File: config.mk
export PLATFORM = sky130hd
export DESIGN_NAME = led_pattern_sequencer_flat
export DESIGN_NICKNAME = d
export VERILOG_FILES = /design/src/rtl/led_pattern_sequencer_pkg.sv /design/src/rtl/led_pattern_sequencer_if.sv /design/src/rtl/led_pattern_sequencer_key_debounce.sv /design/src/rtl/led_pattern_sequencer.sv /design/src/flat_wrapper.sv
export SDC_FILE = /design/constraint.sdc
export NUM_CORES = 1
export LEC_CHECK = 0
export BUFFER_PORTS_ARGS = -buffer_cell sky130_fd_sc_hd__buf_2
export CAP_MARGIN = 20
export CELL_PAD_IN_SITES_DETAIL_PLACEMENT = 1
export CELL_PAD_IN_SITES_GLOBAL_PLACEMENT = 2
export CORE_UTILIZATION = 43
export CTS_CLUSTER_SIZE = 8
export DETAILED_ROUTE_END_ITERATION = 12
export MAX_ROUTING_LAYER = met4
export PLACE_DENSITY = 0.87
export SYNTH_ARGS = -nofsm -noshare
export SYNTH_HDL_FRONTEND = slang
export SYNTH_HIERARCHICAL = 1
export SYNTH_SLANG_ARGS = --single-unit
File: constraint.sdc
create_clock -name CLOCK_50 -period 6.5 [get_ports CLOCK_50]
set_input_delay 0.65 -clock CLOCK_50 [delete_from_list [all_inputs] [get_ports CLOCK_50]]
set_output_delay 0.65 -clock CLOCK_50 [all_outputs]
set_load 0.005 [all_outputs]
File: src/rtl/led_pattern_sequencer_pkg.sv
// Shared encodings and pattern helpers for the green LED bank sequencer.
package led_pattern_sequencer_pkg;

  localparam int unsigned LED_W     = 8;
  localparam int unsigned KEY_W     = 2;
  localparam int unsigned MODE_W    = 2;
  localparam int unsigned KEY_MODE  = 0;
  localparam int unsigned KEY_SPEED = 1;

  typedef enum logic [MODE_W-1:0] {
    MODE_OFF   = 2'd0,
    MODE_BLINK = 2'd1,
    MODE_ALT   = 2'd2,
    MODE_CHASE = 2'd3
  } mode_e;

  localparam logic [LED_W-1:0] PAT_OFF   = 8'h00;
  localparam logic [LED_W-1:0] PAT_BLINK = 8'h00;
  localparam logic [LED_W-1:0] PAT_ALT   = 8'h55;
  localparam logic [LED_W-1:0] PAT_CHASE = 8'h01;

  // Mode order wraps CHASE back to OFF.
  function automatic mode_e next_mode(input mode_e m);
    mode_e r;
    case (m)
      MODE_OFF:   r = MODE_BLINK;
      MODE_BLINK: r = MODE_ALT;
      MODE_ALT:   r = MODE_CHASE;
      MODE_CHASE: r = MODE_OFF;
      default:    r = MODE_OFF;
    endcase
    return r;
  endfunction

  function automatic logic [LED_W-1:0] init_pattern(input mode_e m);
    logic [LED_W-1:0] r;
    case (m)
      MODE_OFF:   r = PAT_OFF;
      MODE_BLINK: r = PAT_BLINK;
      MODE_ALT:   r = PAT_ALT;
      MODE_CHASE: r = PAT_CHASE;
      default:    r = PAT_OFF;
    endcase
    return r;
  endfunction

  // Pattern advance applied on each divider tick.
  function automatic logic [LED_W-1:0] step_pattern(input mode_e m, input logic [LED_W-1:0] p);
    logic [LED_W-1:0] r;
    case (m)
      MODE_OFF:   r = p;
      MODE_BLINK: r = ~p;
      MODE_ALT:   r = ~p;
      MODE_CHASE: r = {p[LED_W-2:0], p[LED_W-1]};
      default:    r = p;
    endcase
    return r;
  endfunction

endpackage

File: src/rtl/led_pattern_sequencer_if.sv
// Board-side pin bundle: raw keys in, LED pattern and status out.
interface led_pattern_sequencer_if;
  import led_pattern_sequencer_pkg::*;

  logic [KEY_W-1:0]  KEY;
  logic [LED_W-1:0]  LEDG;
  logic [MODE_W-1:0] MODE;
  logic              FAST;

  modport master (output KEY, input LEDG, input MODE, input FAST);
  modport slave  (input KEY, output LEDG, output MODE, output FAST);
endinterface

File: src/rtl/led_pattern_sequencer_key_debounce.sv
// Synchronizes and debounces one active-low key; one-cycle pulse on each accepted press.
module key_debounce #(
  parameter int unsigned DEBOUNCE = 1_000_000
) (
  input  logic clk,
  input  logic rst,
  input  logic raw_n,
  output logic level,
  output logic press_pulse
);

  localparam int unsigned CNT_W = (DEBOUNCE > 1) ? $clog2(DEBOUNCE) : 1;
  localparam logic [CNT_W-1:0] CNT_LAST = CNT_W'(DEBOUNCE - 1);

  logic             sync_1;
  logic             sync_2;
  logic [CNT_W-1:0] cnt;
  logic             armed;

  // Synchronizer runs through reset so a held key is already visible afterwards.
  always_ff @(posedge clk) begin
    sync_1 <= raw_n;
    sync_2 <= sync_1;
  end

  // Armed only once the key has been seen released, so a key held across reset never pulses.
  always_ff @(posedge clk) begin
    if (rst) begin
      level       <= 1'b1;
      cnt         <= '0;
      armed       <= 1'b0;
      press_pulse <= 1'b0;
    end else begin
      press_pulse <= 1'b0;
      if (level && sync_2) begin
        armed <= 1'b1;
      end
      if (sync_2 == level) begin
        cnt <= '0;
      end else if (cnt == CNT_LAST) begin
        level       <= sync_2;
        cnt         <= '0;
        press_pulse <= ~sync_2 & armed;
      end else begin
        cnt <= cnt + CNT_W'(1);
      end
    end
  end

endmodule

File: src/rtl/led_pattern_sequencer.sv
// Green LED bank controller: key debounce, mode FSM, speed flag, tick divider, pattern register.
module led_pattern_sequencer
  import led_pattern_sequencer_pkg::*;
#(
  parameter int unsigned TICK_SLOW = 25_000_000,
  parameter int unsigned TICK_FAST = 2_500_000,
  parameter int unsigned DEBOUNCE  = 1_000_000
) (
  input logic                     CLOCK_50,
  input logic                     RESET,
  led_pattern_sequencer_if.slave  bus
);

  localparam int unsigned TICK_W = (TICK_SLOW > 1) ? $clog2(TICK_SLOW) : 1;
  localparam logic [TICK_W-1:0] SLOW_LAST = TICK_W'(TICK_SLOW - 1);
  localparam logic [TICK_W-1:0] FAST_LAST = TICK_W'(TICK_FAST - 1);

  logic              mode_pulse;
  logic              speed_pulse;
  logic [KEY_W-1:0]  unused_key_level;

  mode_e             mode_q, mode_d;
  logic              fast_q, fast_d;
  logic [TICK_W-1:0] tick_cnt_q, tick_cnt_d;
  logic [LED_W-1:0]  ledg_q, ledg_d;
  logic              tick_c;

  key_debounce #(.DEBOUNCE(DEBOUNCE)) u_mode_key (
    .clk         (CLOCK_50),
    .rst         (RESET),
    .raw_n       (bus.KEY[KEY_MODE]),
    .level       (unused_key_level[KEY_MODE]),
    .press_pulse (mode_pulse)
  );

  key_debounce #(.DEBOUNCE(DEBOUNCE)) u_speed_key (
    .clk         (CLOCK_50),
    .rst         (RESET),
    .raw_n       (bus.KEY[KEY_SPEED]),
    .level       (unused_key_level[KEY_SPEED]),
    .press_pulse (speed_pulse)
  );

  always_ff @(posedge CLOCK_50) begin
    if (RESET) begin
      mode_q     <= MODE_OFF;
      fast_q     <= 1'b0;
      tick_cnt_q <= '0;
      ledg_q     <= PAT_OFF;
    end else begin
      mode_q     <= mode_d;
      fast_q     <= fast_d;
      tick_cnt_q <= tick_cnt_d;
      ledg_q     <= ledg_d;
    end
  end

  // Priority: mode change, then speed change, then tick; any key event restarts the divider.
  always_comb begin
    mode_d     = mode_q;
    fast_d     = fast_q ^ speed_pulse;
    tick_cnt_d = tick_cnt_q + TICK_W'(1);
    ledg_d     = ledg_q;
    tick_c     = (tick_cnt_q == (fast_q ? FAST_LAST : SLOW_LAST));

    if (mode_pulse) begin
      mode_d     = next_mode(mode_q);
      ledg_d     = init_pattern(mode_d);
      tick_cnt_d = '0;
    end else if (speed_pulse) begin
      tick_cnt_d = '0;
    end else if (tick_c) begin
      ledg_d     = step_pattern(mode_q, ledg_q);
      tick_cnt_d = '0;
    end
  end

  assign bus.LEDG = ledg_q;
  assign bus.MODE = mode_q;
  assign bus.FAST = fast_q;

endmodule

File: src/flat_wrapper.sv
// flat-port wrapper written by rule: the top's interface ports become plain ports
module led_pattern_sequencer_flat import led_pattern_sequencer_pkg::*;
#(
  parameter int unsigned TICK_SLOW = 25_000_000,
  parameter int unsigned TICK_FAST = 2_500_000,
  parameter int unsigned DEBOUNCE  = 1_000_000
)
  (CLOCK_50, RESET, bus_KEY, bus_LEDG, bus_MODE, bus_FAST);
  led_pattern_sequencer_if bus_i ();
  input logic CLOCK_50;
  input logic RESET;
  input wire logic [$bits(bus_i.KEY)-1:0] bus_KEY;
  output wire logic [$bits(bus_i.LEDG)-1:0] bus_LEDG;
  output wire logic [$bits(bus_i.MODE)-1:0] bus_MODE;
  output wire logic [$bits(bus_i.FAST)-1:0] bus_FAST;
  assign bus_i.KEY = bus_KEY;
  assign bus_LEDG = bus_i.LEDG;
  assign bus_MODE = bus_i.MODE;
  assign bus_FAST = bus_i.FAST;
  led_pattern_sequencer #(.TICK_SLOW(TICK_SLOW), .TICK_FAST(TICK_FAST), .DEBOUNCE(DEBOUNCE)) u_core (.CLOCK_50(CLOCK_50), .RESET(RESET), .bus(bus_i));
endmodule
==> results of run 1 <==
-- layer usage --
layer	track usage	vias up	routed length, um
met4	0.05017	0	84
li1	-	1568	-
met2	0.3030	23	3783
met5	-	-	0
met1	0.2267	1487	4078
met3	0.05432	7	207
-- cells in the final DEF (no fill, tap or decap), types with 7 or more instances in the layout --
master,count
sky130_fd_sc_hd__xnor2_1,33
sky130_fd_sc_hd__buf_2,14
sky130_fd_sc_hd__nand3_1,28
sky130_fd_sc_hd__inv_1,16
sky130_fd_sc_hd__and3_1,18
sky130_fd_sc_hd__clkbuf_8,11
sky130_fd_sc_hd__nor2_1,48
sky130_fd_sc_hd__nor3_1,11
sky130_fd_sc_hd__nor4_1,7
sky130_fd_sc_hd__nor2_2,35
sky130_fd_sc_hd__a21oi_1,9
sky130_fd_sc_hd__nand2_1,14
sky130_fd_sc_hd__nand4_1,13
sky130_fd_sc_hd__xor2_1,21
sky130_fd_sc_hd__dfxtp_1,86
sky130_fd_sc_hd__ha_1,10
-- kinds of logic after synthesis --
| group | Yosys count | share of synthesized area |
|---|---|---|
| xor gates and xnor gates | 54 | 0.1135 |
| muxes | 6 | 0.01442 |
| adders and majority gates | 10 | 0.03004 |
| AOI/OAI and AO/OA | 42 | 0.08441 |
| DFF | 86 | 0.4133 |
| buffers and inverters | 29 | 0.03604 |
| and+or+nand+nor | 211 | 0.3082 |
-- worst max-delay path, cell delays in order (launching register included) --
cell and delay (ns):
sky130_fd_sc_hd__dfxtp_1 0.39, sky130_fd_sc_hd__ha_1 0.24, sky130_fd_sc_hd__nand4_1 0.29, sky130_fd_sc_hd__a2111oi_4 0.39, sky130_fd_sc_hd__o221a_4 0.29, sky130_fd_sc_hd__or3_1 0.68
sky130_fd_sc_hd__nor2_1 0.14
-- worst max path at each step --
stage	start	endpoint
floorplan	u_core/tick_cnt_q[23]	u_core/bus.LEDG[6]
global placement	u_core/tick_cnt_q[9]	u_core/tick_cnt_q[14]
detailed placement	u_core/tick_cnt_q[0]	u_core/tick_cnt_q[13]
CTS	u_core/tick_cnt_q[0]	u_core/tick_cnt_q[13]
global route	u_core/tick_cnt_q[0]	u_core/tick_cnt_q[20]
finish	u_core/tick_cnt_q[0]	u_core/tick_cnt_q[13]
-- sequential cells by signal, summed over array words and instances, names as in the netlist --
| register | count |
|---|---|
| u_core/u_mode_key/sync_2 | 1 |
| u_core/u_speed_key/sync_2 | 1 |
| u_core/u_speed_key/level | 1 |
| u_core/u_mode_key/cnt | 20 |
| u_core/bus.FAST | 1 |
| u_core/u_speed_key/cnt | 20 |
| u_core/u_mode_key/armed | 1 |
| u_core/u_speed_key/armed | 1 |
| u_core/u_mode_key/press_pulse | 1 |
| u_core/bus.MODE | 2 |
| u_core/u_mode_key/sync_1 | 1 |
| u_core/bus.LEDG | 8 |
| u_core/u_speed_key/sync_1 | 1 |
| u_core/tick_cnt_q | 25 |
| u_core/u_speed_key/press_pulse | 1 |
| u_core/u_mode_key/level | 1 |
-- cell type report --
type                       count  area (sq um)
fill                        1119          4795
clock buffer                  12         155.1
sequential                    86          1722
inverter                      17         63.81
tap                          129         161.4
multi-input combinational    323          2293
clock inverter                 3         67.56
timing repair buffer          14         70.07
-- report_power, final --
group          switching [mW]  internal (mW)  total, mW  leakage [nW]
registers             0.00440          0.531      0.536         0.696
logic                  0.0149        0.00668     0.0216         0.763
clock network           0.185          0.236      0.421         0.109
-- stage by stage --
stage               setup slack, ns  hold slack, ns
finish                        3.934          0.3334
global route                  3.730          0.3435
CTS                           3.883          0.3398
detailed placement            3.896          0.3185
global placement              4.035          0.3146
floorplan                     4.403          0.3096
==> impl_summary.md, run 1 <==
Run status
The run finished with clean final reports.

Pwr
The leakage power summed over all cells is between 1.5 and 2 nW. The largest voltage drop on the vdd net is between 0.1 and 0.15 mV. The total power is around 1 mW. Dividing total power by cell area gives a power density of around 220 nW/um^2.

Cells and area
The net count of the finished layout is 465. From synthesis to final layout, the design area changed by 8.832%. After the flow finishes, the layout carries non-filler instances totaling between 500 and 600. The total inserted antenna cells is 0.

The final core utilization is 0.4860. The fraction of layout instances using a drive strength above 1 is 0.2044. The cell area after layout is about 4500 sq um.

Global routing
Entering global routing, the biggest net connects 26 pins. The number of antenna violations at the first check in global routing is 0. The number of global-route vias before repair is a little over 3,000. The first-pass GRT wire length is 14,570 um. For this run, the total global-route usage over all layers was measured as 0.1867. The aggregate global routing overflow is 0.

STA
The peak clock frequency supported by timing is roughly 390 MHz. Setup violations remaining at the end of the flow were counted as 0. The clock tree skew after final layout is 0.006116 ns.

The portion of the clock cycle consumed by the worst path in the final layout is 0.3947. For the pin with the worst max-slew slack, the measured transition is 0.8546 ns. The total negative slack for setup checks is 0 ns. Setup repair after global routing left no endpoint under its margin. The final critical-path required period is about 2.6 ns. The number of endpoints with negative hold slack in the final report is 0. The relative slew slack is 0.4303. The final count of pins violating max slew is 0.

CTS
The number of gates resized after CTS was 0. The clock tree from TritonCTS is yes. The TritonCTS sink count is 86. The clock-pin transition on the worst setup and hold timing paths is 0.08 ns.

At the later pin of the worst-skew pair, clock insertion delay measures 0.36 ns. Counting the buffers created by CTS gives 9. The tree is rooted in a sky130_fd_sc_hd__clkbuf_8. Counting along the longest clock path gives a buffer depth of 2. The number of H-tree levels is 3. The number of hold buffers added after CTS was 0.

The number of setup buffers added after CTS is 0.

Setup path
The capture point of the worst reg-to-reg path is u_core/tick_cnt_q[13]. Counting cells, the worst reg-to-reg path comes to 6. The required time of the critical path is approximately 6.7 ns. Of all nets on the critical path, the largest fanout is 25. The register-to-register setup slack is 3.93 ns. The worst setup path is of the reg -> reg kind. The kind of end point of the critical path is a register. Data arrives at the worst endpoint at ~2.8 ns. The critical path startpoint category is a register.

The startpoint identified for the worst register-to-register timing path is u_core/tick_cnt_q[0].

Placed design
After detailed placement, the design holds a cell count of 569. Buffers placed on the I/O ports in this run total 14. Detailed placement finished with a half-perimeter wire length of between 5000 and 6000 um.

Once placement finished, the instance area stood at 4310 sq um. The final weighted congestion in routability-driven placement is between 0.7 and 0.8.

Synthesis
By area the synthesized netlist is led by sky130_fd_sc_hd__dfxtp_1, sky130_fd_sc_hd__xnor2_1, sky130_fd_sc_hd__nor2_2. Synthesis produced a netlist with a net count of about 450. For this run, the leading register cell type out of synthesis is sky130_fd_sc_hd__dfxtp_1. The sequential-to-total area share from yosys stat is 0.4133. The total number of yosys warnings is 6. Synthesis instantiated 52 different standard cells from the library. Counting flops with a built-in enable in the synthesized netlist gives 0. The dominant cell type by area after synthesis is sky130_fd_sc_hd__dfxtp_1. Of the post-synthesis cell area, the dominant cell type holds 0.4133. The synthesized area divided by synthesized cell count is approximately 9.5 sq um. The number of register bits inferred by synthesis is 86. The number of instances in the synthesized netlist is between 400 and 500. The cell area after technology mapping is between 4000 and 5000 sq um. In the post-synthesis netlist, the cell with the most instances is sky130_fd_sc_hd__dfxtp_1. By count the netlist is led by sky130_fd_sc_hd__dfxtp_1, sky130_fd_sc_hd__nor2_1, sky130_fd_sc_hd__nor2_2. Of all flip-flops after synthesis, the portion carrying an async set or reset was 0.

Routing
The post-detailed-route via-to-cell ratio is roughly 5.3. The wire length per cell is about 14 um. The number of DRC violations after detailed routing is 0. The post-route antenna net violation count is 0. Summing over every cut layer, the via total after detailed routing is just over 3,000. In this run, the number of DRC markers left after iteration 0 of detailed routing was 72.

The length of the first detailed-routing pass in iterations is 4. The final layout contains routed wiring with a total length of approximately 8200 um.

Min path
The worst hold path terminates at u_core/u_speed_key/sync_2. The worst hold path belongs to the class reg -> reg. The cell depth of the worst hold path is 0. In this run the most critical hold path is launched from u_core/u_speed_key/sync_1.

Die
The core region is about 9300 sq um. The die covers between 10,000 and 15,000 sq um. The die width is 100.4 um.

The number of top-level design ports is 15. For this configuration, the core starts out at a cell density of 0.4465. After floorplanning, the core was divided into 35 placement rows.

In this run the vertical extent of the chip is around 100 um.

Flow run
Across the run, the number of max-cap violations was 0.
Power figures use the tool's default switching activity.
==> inputs of run 2 (changes only) <==
Settings changed: ABC_AREA set to 1, CORE_UTILIZATION 43 to 35, PLACE_DENSITY 0.87 to 0.81.
Clock period 6.5 ns to 2.7 ns, I/O delays scaled along.
==> run 2 against run 1 <==
Critical path depth is the same; total power grew to 2.6 times the previous value; non-clock buffer count stayed put.
==> impl_summary.md, run 2 <==
Run status
The run finished with clean final reports.

STA
The total negative slack for setup checks was 0 ns (unchanged). The final count of pins violating max slew is 0 (unchanged). The final critical-path required period is 1.933 ns (-0.6324 ns). The clock tree skew after final layout was 0.009303 ns (+0.003187 ns). The portion of the clock cycle consumed by the worst path in the final layout is 0.7160 (+0.3213). The transition time at the pin with the least slew margin was 0.7398 ns (-0.1148 ns).

The relative slew slack is 0.5030 (+0.07276). The peak clock frequency supported by timing is 517.2 MHz (+33%). Setup repair after global routing left no endpoint under its margin. The number of endpoints failing setup at the final stage was 0 (unchanged). The number of endpoints with negative hold slack in the final report was 0 (unchanged).

Placed design
The total placed instance area is 4800 sq um (+11%). The final weighted congestion in routability-driven placement came to 0.8080 (+7.7%). The post-DP HPWL is 9188 um (+58%).

The count of buffers from port buffering is 14 (unchanged). The number of placed instances with taps included came to 867 (+52%).

Min path
The path with the worst hold slack has its endpoint at u_core/u_mode_key/sync_1. The source of the worst hold timing path is bus_KEY[0]. The cell depth of the worst hold path came to 1 (+1).

The worst hold path belongs to the class in -> reg.

Cells and area
The flip-flop count of the largest register, all copies and words added was 25 (unchanged). The layout overhead on the synthesized area is 11.21%. The cell area after layout is 5091 sq um (+12%). The most common library cell in the layout ignoring fill and taps is sky130_fd_sc_hd__nand2_1. The final-stage net count was 720 (+55%). The top cell types in the final layout, fill and taps aside, are sky130_fd_sc_hd__nand2_1, sky130_fd_sc_hd__nor2_1, sky130_fd_sc_hd__dfxtp_1. The largest registers in the layout are u_core/tick_cnt_q (25), u_core/u_mode_key/cnt (20), u_core/u_speed_key/cnt (20). The total inserted antenna cells came to 0 (unchanged). The final non-filler cell total came to 883 (+51%). The fraction of layout instances using a drive strength above 1 came to 0.09283 (-0.1116). Counting flops per register, the top entry is u_core/tick_cnt_q.

Global routing
The global-route usage over all layers is 0.1951 (+0.008430). The maximum number of pins on one net before global-route repair is 26 (unchanged). The aggregate global routing overflow is 0 (unchanged). The first-pass GRT wire length is 20,070 um (+38%). The number of global-route vias before repair is 4,314 (+38%). The number of antenna violations at the first check in global routing is 0 (unchanged).

Synthesis
The most used standard cell by instance count after synthesis is sky130_fd_sc_hd__nand2_1. Sorting the synthesized cells by how often they occur yields sky130_fd_sc_hd__nand2_1, sky130_fd_sc_hd__nor2_1, sky130_fd_sc_hd__dfxtp_1. Summed over all instances, the cell type with the most area after synthesis is sky130_fd_sc_hd__dfxtp_1. The sequential-to-total area share from yosys stat is 0.3761 (-0.03728).

The area fraction of the dominant cell type after synthesis is 0.3761 (-0.03728). The proportion of synthesized flip-flops having asynchronous set or reset is 0 (unchanged). By area the synthesized netlist is led by sky130_fd_sc_hd__dfxtp_1, sky130_fd_sc_hd__nand2_1, sky130_fd_sc_hd__nor2_1. The number of instances in the synthesized netlist is 688 (+57%). The number of unique standard cell types used by synthesis came to 32 (-38%).

The main flop type after synthesis is sky130_fd_sc_hd__dfxtp_1. The net count after synthesis is 702 (+55%). The cell area after technology mapping was 4578 sq um (+9.9%). The total number of yosys warnings is 6 (unchanged). The synthesized area divided by synthesized cell count is 6.654 sq um (-30%). The number of synthesized flops with an enable pin was 0 (unchanged). The number of register bits inferred by synthesis is 86 (unchanged).

Routing
The post-detailed-route via-to-cell ratio is 4.861 (-8.0%). The routed wire length is 11,960 um (+47%). The number of DRC violations after detailed routing is 0 (unchanged).

The post-route antenna net violation count is 0 (unchanged). The length of the first detailed-routing pass in iterations is 4 (unchanged). The wire length per cell was 13.54 um (-3.0%). The via count was 4,292 (+39%). The first-iteration detailed-routing DRC count is 160 (+120%).

Setup path
The data arrival time at the worst-slack endpoint was 2.20 ns (-0.58 ns). The highest fanout seen on the critical path came to 5 (-80%). The maximum single-stage delay on the critical path came to 0.61 ns (-0.07 ns). The launch point of the worst reg-to-reg path is u_core/tick_cnt_q[0]. The kind of cell with the highest combined delay along the critical path is simple AND/OR/NAND/NOR gates.

The path depth of the worst reg2reg path is 6 (unchanged). The required time of the critical path came to 2.96 ns (-3.75 ns). The worst setup path is captured at a register.

The endpoint identified for the worst register-to-register timing path is u_core/tick_cnt_q[22]. STA classifies the critical path startpoint as a register. The setup path with the least slack is of type reg -> reg.

The number of buffers and inverters on the critical path was 0 (unchanged). The cell with the largest stage delay on the worst path is sky130_fd_sc_hd__nor3_1. Walking the worst path, the cells encountered are ha_1 > nand2_1 > nor3_1 > nand2_1 > or2_0 > a21oi_1. The register-to-register setup slack came to 0.77 ns (-3.17 ns). The most used cell along the critical path is sky130_fd_sc_hd__nand2_1.

Die
The die boundary height came to 116.4 um (+16%). The die width is 116.4 um (+16%). The full die area is 13,540 sq um (+34%).

The number of cell rows is 41 (+17%). The effective utilization at floorplan came to 0.3613 (-0.08523). The number of top-level design ports is 15 (unchanged).

The standard cell core area came to 12,670 sq um (+36%).

CTS
The TritonCTS sink count is 86 (unchanged). The post-CTS setup repair buffer count was 0 (unchanged). The number of gates resized after CTS is 0 (unchanged). The maximum buffer depth of the clock tree is 2 (unchanged). The clock tree root buffer cell is sky130_fd_sc_hd__clkbuf_16.

The number of H-tree levels was 3 (unchanged). The total clock buffers created by CTS is 9 (unchanged). The hold buffer count at cts is 0 (unchanged).

The clock-pin transition on the worst setup and hold timing paths was 0.07 ns (about the same). The clock network latency to the later pin of the worst-skew pair came to 0.35 ns (about the same). TritonCTS built the clock tree.

Pwr
The power per unit of standard cell area is 503.2 nW/um^2 (+130%). The leakage power summed over all cells is 1.736 nW (+11%). The largest voltage drop on the vdd net is 0.3150 mV (+140%).

The total power is 2.562 mW (+160%).

Flow run
The number of maximum-capacitance violations came to 0 (unchanged).
==> run 2: cell types whose count changed in the layout (fill, tap and decap cells not counted), moves of 11 or more <==
cell,delta
sky130_fd_sc_hd__inv_1,+63
sky130_fd_sc_hd__clkbuf_8,-11
sky130_fd_sc_hd__and3_1,-18
sky130_fd_sc_hd__xnor2_1,-26
sky130_fd_sc_hd__nand2_1,+147
sky130_fd_sc_hd__o21ai_0,+13
sky130_fd_sc_hd__nor2_2,-30
sky130_fd_sc_hd__nor2_1,+98
sky130_fd_sc_hd__nand3_1,+18
sky130_fd_sc_hd__a21oi_1,+32
==> run 2: layout make-up <==
class | count | area [sq um]
multi-input cells | 514 | 2489
inverters | 81 | 304.0
fillers | 1684 | 7580
well taps | 172 | 215.2
clock buffers | 9 | 225.2
repair buffers | 14 | 70.07
clock inverters | 7 | 66.31
flip-flops and latches | 86 | 1722
==> run 2: per-layer routing <==
metal,track usage,share of wire
met2,0.3191,0.47
met4,0.07436,0.018
met5,-,0
met3,0.03114,0.023
met1,0.2409,0.49
==> run 2: logic make-up (layout without fill, tap and decap cells) <==
family	Yosys count	after routing	synth area share
AO/OA/AOI/OAI	60	60	0.06641
XOR/XNOR	18	18	0.03444
adder cells (fa/ha/maj)	10	10	0.02733
buffers and inverters	88	111	0.08035
flip-flops	86	86	0.3761
AND/OR/NAND/NOR	426	426	0.4154
==> run 2: per-stage QoR <==
| step | setup slack [ns] | util | hold slack [ns] |
|---|---|---|---|
| after floorplan | 1.156 | - | 0.2977 |
| after global placement | 0.8651 | 0.3788 | 0.3177 |
| after detailed placement | 0.7673 | 0.3788 | 0.3157 |
| after CTS | 0.7271 | 0.4018 | 0.01309 |
| after global routing | 0.6097 | 0.4018 | 0.01062 |
| final | 0.7667 | 0.4018 | 0.02790 |
==> run 2: power by group <==
| group | internal [mW] | switching [mW] | total, mW |
|---|---|---|---|
| Sequential | 1.28 | 0.00975 | 1.29 |
| Combinational | 0.0138 | 0.0354 | 0.0491 |
| Clock | 0.645 | 0.578 | 1.22 |
| Total | 1.94 | 0.624 | 2.56 |
==> run 2: how the worst max path moves through the flow <==
stage                         startpoint               endpoint  slack [ns]  cells past startpoint
global placement    u_core/tick_cnt_q[0]  u_core/tick_cnt_q[22]        0.87                      6
finish              u_core/tick_cnt_q[0]  u_core/tick_cnt_q[22]        0.77                      6
floorplan           u_core/tick_cnt_q[0]     u_core/bus.LEDG[0]        1.16                      9
global route        u_core/tick_cnt_q[0]  u_core/tick_cnt_q[19]        0.61                      8
detailed placement  u_core/tick_cnt_q[0]  u_core/tick_cnt_q[19]        0.77                      8
CTS                 u_core/tick_cnt_q[0]  u_core/tick_cnt_q[19]        0.73                      8
